$ cat config.mk
export PLATFORM = sky130hd
export DESIGN_NAME = exu_flush_sched_swc
export DESIGN_NICKNAME = d
export VERILOG_FILES = /design/src/rtl/exu_flush_sched_swc_pkg.sv /design/src/rtl/exu_flush_prio_arb.sv /design/src/rtl/exu_flush_sched_swc.sv
export SDC_FILE = /design/constraint.sdc
export NUM_CORES = 1
export LEC_CHECK = 0
export ABC_AREA = 1
export CAP_MARGIN = 40
export CORE_ASPECT_RATIO = 1.75
export CORE_MARGIN = 4
export CORE_UTILIZATION = 40
export DETAILED_ROUTE_END_ITERATION = 6
export GPL_ROUTABILITY_DRIVEN = 1
export GPL_TIMING_DRIVEN = 0
export PLACE_DENSITY = 0.82
export SYNTH_ARGS = -nofsm -noshare
export SYNTH_HDL_FRONTEND = slang
export SYNTH_SLANG_ARGS = --single-unit
$ cat constraint.sdc
create_clock -name hclk -period 1.95 [get_ports hclk]
set_input_delay 0.39 -clock hclk [delete_from_list [all_inputs] [get_ports hclk]]
set_output_delay 0.39 -clock hclk [all_outputs]
set_load 0.01 [all_outputs]
$ cat src/rtl/exu_flush_sched_swc_pkg.sv
// Shared definitions for the EXU flush scheduler: flush codes, grant bit positions and FSM states.
package exu_flush_sched_swc_pkg;

    localparam logic [1:0] FLUSH_NONE = 2'd0;
    localparam logic [1:0] FLUSH_JB   = 2'd1;
    localparam logic [1:0] FLUSH_TRAP = 2'd2;

    localparam int GNT_BR   = 0;
    localparam int GNT_JMP  = 1;
    localparam int GNT_TRAP = 2;

    typedef enum logic [1:0] {
        ST_IDLE    = 2'd0,
        ST_WAIT_PH = 2'd1,
        ST_FLUSH   = 2'd2,
        ST_REDIR   = 2'd3
    } flush_state_t;

endpackage

$ cat src/rtl/exu_flush_prio_arb.sv
// Fixed-priority flush request arbiter (trap > jump > branch) producing a one-hot grant and flush code.
module exu_flush_prio_arb
    import exu_flush_sched_swc_pkg::*;
(
    input  logic       trap_req,
    input  logic       jmp_req,
    input  logic       br_req,
    output logic [2:0] grant,
    output logic [1:0] code
);

    always_comb begin
        grant = 3'b000;
        code  = FLUSH_NONE;
        if (trap_req) begin
            grant[GNT_TRAP] = 1'b1;
            code            = FLUSH_TRAP;
        end else if (jmp_req) begin
            grant[GNT_JMP] = 1'b1;
            code           = FLUSH_JB;
        end else if (br_req) begin
            grant[GNT_BR] = 1'b1;
            code          = FLUSH_JB;
        end
    end

endmodule

$ cat src/rtl/exu_flush_sched_swc.sv
// Flush scheduler: accepts one flush request, aligns it to the core phase, stalls, then redirects.
// Optional perf counters are enabled by defining EXU_FLUSH_PERF_EN.
module exu_flush_sched_swc
    import exu_flush_sched_swc_pkg::*;
#(
    parameter int PC_W      = 32,
    parameter int FLUSH_CYC = 4,
    parameter int ISSUE_PH  = 1
) (
    input  logic            hclk,
    input  logic            hrst,
    input  logic [3:0]      cycle_cnt,
    input  logic            trap_req,
    input  logic [PC_W-1:0] trap_pc,
    input  logic            jmp_req,
    input  logic [PC_W-1:0] jmp_pc,
    input  logic            br_req,
    input  logic [PC_W-1:0] br_pc,
    output logic            ack_trap,
    output logic            ack_jmp,
    output logic            ack_br,
    output logic            flush_stall,
    output logic [1:0]      flush_code,
    output logic            redirect_vld,
    output logic [PC_W-1:0] redirect_pc,
`ifdef EXU_FLUSH_PERF_EN
    output logic [15:0]     perf_flush_cnt,
    output logic [15:0]     perf_stall_cyc,
`endif
    output logic            busy
);

    generate
        if (FLUSH_CYC < 1 || FLUSH_CYC > 15) begin : g_bad_flush_cyc
            $error("exu_flush_sched_swc: FLUSH_CYC must be in 1..15");
        end
        if (ISSUE_PH < 1 || ISSUE_PH > 4) begin : g_bad_issue_ph
            $error("exu_flush_sched_swc: ISSUE_PH must be in 1..4");
        end
    endgenerate

    localparam logic [3:0] CNT_INIT = 4'(FLUSH_CYC - 1);

    flush_state_t    state;
    flush_state_t    state_nxt;
    logic [2:0]      grant;
    logic [1:0]      arb_code;
    logic [PC_W-1:0] win_pc;
    logic [PC_W-1:0] pc_q;
    logic [1:0]      code_q;
    logic [3:0]      cnt;
    logic            accept;
    logic            preempt;
    logic            phase_hit;

    exu_flush_prio_arb u_arb (
        .trap_req (trap_req),
        .jmp_req  (jmp_req),
        .br_req   (br_req),
        .grant    (grant),
        .code     (arb_code)
    );

    always_comb begin
        win_pc = br_pc;
        if (grant[GNT_TRAP]) begin
            win_pc = trap_pc;
        end else if (grant[GNT_JMP]) begin
            win_pc = jmp_pc;
        end
    end

    // cycle_cnt==0 (core in reset) can never match since ISSUE_PH is 1..4.
    assign phase_hit = (cycle_cnt == 4'(ISSUE_PH));
    assign preempt   = trap_req && (code_q == FLUSH_JB) &&
                       ((state == ST_WAIT_PH) || (state == ST_FLUSH));

    always_ff @(posedge hclk or posedge hrst) begin
        if (hrst) begin
            state <= ST_IDLE;
        end else begin
            state <= state_nxt;
        end
    end

    // A trap preemption takes priority over the phase match or the end of stall that same cycle.
    always_comb begin
        state_nxt = state;
        accept    = 1'b0;
        case (state)
            ST_IDLE: begin
                if (grant != 3'b000) begin
                    accept    = 1'b1;
                    state_nxt = ST_WAIT_PH;
                end
            end
            ST_WAIT_PH: begin
                if (!preempt && phase_hit) begin
                    state_nxt = ST_FLUSH;
                end
            end
            ST_FLUSH: begin
                if (!preempt && (cnt == 4'd0)) begin
                    state_nxt = ST_REDIR;
                end
            end
            ST_REDIR: begin
                state_nxt = ST_IDLE;
            end
            default: begin
                state_nxt = ST_IDLE;
            end
        endcase
    end

    always_ff @(posedge hclk or posedge hrst) begin
        if (hrst) begin
            ack_trap <= 1'b0;
            ack_jmp  <= 1'b0;
            ack_br   <= 1'b0;
        end else begin
            ack_trap <= (accept && grant[GNT_TRAP]) || preempt;
            ack_jmp  <= accept && grant[GNT_JMP];
            ack_br   <= accept && grant[GNT_BR];
        end
    end

    // Reloading cnt on preemption keeps flush_stall high with no gap for the new trap flush.
    always_ff @(posedge hclk or posedge hrst) begin
        if (hrst) begin
            code_q <= FLUSH_NONE;
            pc_q   <= '0;
            cnt    <= 4'd0;
        end else begin
            if (accept) begin
                code_q <= arb_code;
                pc_q   <= win_pc;
            end else if (preempt) begin
                code_q <= FLUSH_TRAP;
                pc_q   <= trap_pc;
            end else if (state == ST_REDIR) begin
                code_q <= FLUSH_NONE;
            end

            if (((state == ST_WAIT_PH) && (state_nxt == ST_FLUSH)) ||
                ((state == ST_FLUSH) && preempt)) begin
                cnt <= CNT_INIT;
            end else if ((state == ST_FLUSH) && (cnt != 4'd0)) begin
                cnt <= cnt - 4'd1;
            end
        end
    end

    assign busy         = (state != ST_IDLE);
    assign flush_stall  = (state == ST_FLUSH);
    assign redirect_vld = (state == ST_REDIR);
    assign redirect_pc  = redirect_vld ? pc_q : '0;
    assign flush_code   = busy ? code_q : FLUSH_NONE;

`ifdef EXU_FLUSH_PERF_EN
    always_ff @(posedge hclk or posedge hrst) begin
        if (hrst) begin
            perf_flush_cnt <= 16'd0;
            perf_stall_cyc <= 16'd0;
        end else begin
            if (redirect_vld && (perf_flush_cnt != 16'hFFFF)) begin
                perf_flush_cnt <= perf_flush_cnt + 16'd1;
            end
            if (flush_stall && (perf_stall_cyc != 16'hFFFF)) begin
                perf_stall_cyc <= perf_stall_cyc + 16'd1;
            end
        end
    end
`endif

endmodule

==> results.sh <==
export IMPL_setup_viol_count_final=0
export IMPL_synthCells=408
export IMPL_antenna_found_initial=0
export IMPL_setup_ws_ns=0.04282
export IMPL_gp_congestion=0.8567
export IMPL_synth_cell_types=23
export IMPL_area_growth_pct=64.49
export IMPL_start_util=0.4135
export IMPL_ys_warn_count=0
export IMPL_power_density_nw_per_um2=1186
export IMPL_clock_latency_ns=0.28
export IMPL_n_fill_cell=585
export IMPL_path_clk_slew_ns=0.06
export IMPL_io_buffers=143
export IMPL_synth_ff_type="dfrtp_1"
export IMPL_cts_tree="built"
export IMPL_drc_errors=0
export IMPL_cpLargestDelayFamily="buffers and inverters"
export IMPL_cts_sinks=43
export IMPL_critical_path_max_stage_delay_ns=0.53
export IMPL_place_hpwl_um=7319
export IMPL_die_y_um=117.2
export IMPL_leakagePower_uw=0.002325
export IMPL_wl_per_cell_um=14.78
export IMPL_synth_cell_area_um2=2724
export IMPL_clock_skew_ns=0.002615
export IMPL_cts_buffers=5
export IMPL_fmax_mhz=524.3
export IMPL_crit_type="flip-flop to primary output"
export IMPL_fin_crit_ns=1.907
export IMPL_via_count=3281
export IMPL_relSlewSlack=0.6871
export IMPL_worstPathMaxFanout=5
export IMPL_grt_overflow_total=0
export IMPL_fin_util=0.6802
export IMPL_hold_buffers=0
export IMPL_grt_max_degree=40
export IMPL_synth_edf_count=0
export IMPL_required_ns=1.56
export IMPL_max_cap_violations=0
export IMPL_grt_pass1_vias=3228
export IMPL_min_path_type="input port to async pin"
export IMPL_ys_seq_elements=43
export IMPL_coreArea_um2=6588
export IMPL_grt_pass1_wl_um=14860
export IMPL_finalMaxSlewViolations=0
export IMPL_yosysSeqAreaShare=0.3950
export IMPL_worst_slew_pin_transition_ns=0.4693
export IMPL_routed_wl_um=9580
export IMPL_nets=676
export IMPL_die_x_um=70.38
export IMPL_cp_start_kind="flip-flop"
export IMPL_grtUsageTotal=0.2214
export IMPL_drt_iter0_markers=244
export IMPL_end_kind="primary output"
export IMPL_clk_path_buf_depth=2
export IMPL_ant_nets=0
export IMPL_cp_slowest_cell="clkdlybuf4s50_1"
export IMPL_outcome="finished, final reports clean"
export IMPL_netlist_area_leader_share=0.3950
export IMPL_num_rows=39
export IMPL_crit_arrival_ns=1.52
export IMPL_hold_violations=0
export IMPL_yosysTopAreaCell="dfrtp_1"
export IMPL_drive_above_1_share=0.1325
export IMPL_num_antenna_cells=0
export IMPL_layoutNonFillerInstCount=648
export IMPL_peakVddDrop_uv=726.8
export IMPL_path_cells="inv_2 > ha_4 > clkdlybuf4s50_1"
export IMPL_die_area_um2=8246
export IMPL_drt_first_pass_iters=4
export IMPL_cts_htree_levels=2
export IMPL_dp_slack_ns=-0.4490
export IMPL_power_uw=5315
export IMPL_dp_cells=634
export IMPL_via_per_inst=5.063
export IMPL_cp_num_buf_inv=2
export IMPL_avgSynthCellArea_um2=6.676
export IMPL_rsz0062_at_grt="false"
export IMPL_cts_root_buf="clkbuf_16"
export IMPL_io_pins=145
export IMPL_netlist_top_cells_area="dfrtp_1, nand2_1, nand3_1, o21ai_0, inv_1"
export IMPL_async_reset_ff_frac=1.000
export IMPL_fin_crit_sh=0.9780
export IMPL_syn_nets=519
cell families (layout without fill, tap and decap cells):
| family | after synthesis | after routing | share of synthesized area |
|---|---|---|---|
| AND/OR/NAND/NOR | 202 | 202 | 0.3105 |
| flip-flops | 43 | 43 | 0.3950 |
| buffers and inverters | 82 | 240 | 0.1190 |
| XOR/XNOR | 3 | 3 | 0.009648 |
| adder cells (fa/ha/maj) | 6 | 6 | 0.02756 |
| AO/OA/AOI/OAI | 72 | 72 | 0.1383 |
layer usage:
| metal | vias up | share of wire | GRT usage |
|---|---|---|---|
| met2 | 118 | 0.56 | 0.4268 |
| li1 | 1607 | - | - |
| met5 | - | 0 | 0 |
| met3 | 15 | 0.052 | 0.03590 |
| met4 | 0 | 0.021 | 0.08056 |
| met1 | 1541 | 0.37 | 0.2402 |
path summary, 6_finish.rpt:
path                       slack [ns]     endpoint  cells after the start  startpoint
max                              0.04  flush_stall                      3    state[0]
min                              0.31     pc_q[21]                      2        hrst
max reg2reg                      0.14      pc_q[3]                     11    state[0]
min reg2reg                      0.48     pc_q[11]                      2    pc_q[11]
max in group asynchronous        1.20     state[0]                      3        hrst
min in group hclk                0.48     pc_q[11]                      2    pc_q[11]
cell type report:
type                       count  area [um^2]  share of cell area
inverter                      55        206.4             0.04608
timing repair buffer         151         1406              0.3139
clock buffer                   8        156.4             0.03491
sequential                    43         1077              0.2404
buffer                        26        177.7             0.03965
tap                           82        102.6             0.02290
multi-input combinational    283         1354              0.3022
flip-flops by register name, summed over array words and instances (netlist names):
register / count
ack_br: 1
ack_jmp: 1
ack_trap: 1
cnt: 4
code_q: 2
pc_q: 32
state: 2
placed cells by master, fill, tap and decap left out, drive strengths merged:
cell type,count
buf,25
inv,55
o21ai,57
clkbuf,37
nand2,130
xor2,3
nand3,54
a21oi,2
dlygate4sd2,5
o22ai,1
ha,6
nor2,14
nand4,1
nand3b,1
a31oi,12
or2,1
dlymetal6s2s,1
clkdlybuf4s50,107
clkdlybuf4s15,10
nor3,1
dfrtp,43
timing repair:
action / CTS / global route
setup endpoints to repair: 68 / 65
setup buffers: 3 / 4
pin swaps: 0 / 2
resized for setup: 98 / 33
through the flow:
step | instance area (um^2) | hold WS [ns] | setup TNS, ns
2_1_floorplan | 2724 | 0.4489 | 0
3_3_place_gp | 4258 | 0.4605 | -35.69
3_5_place_dp | 4278 | 0.4657 | -22.60
4_1_cts | 4539 | 0.3158 | -0.1129
5_1_grt | 4481 | 0.3331 | 0
6_report | 4481 | 0.3145 | 0
cell usage after synthesis (3+ instances only):
cell	count
clkbuf_1	14
xor2_1	3
dfrtp_1	43
a31oi_1	12
o21ai_0	42
inv_1	53
buf_2	10
nand2_1	129
nand3_1	54
nor2_1	13
o21ai_1	15
ha_1	6
power by group:
part	switching [uW]	internal, uW
combinational	1610	1270
sequential	228	1330
clock	331	545
Note: power is estimated with default switching activity, not from simulation.
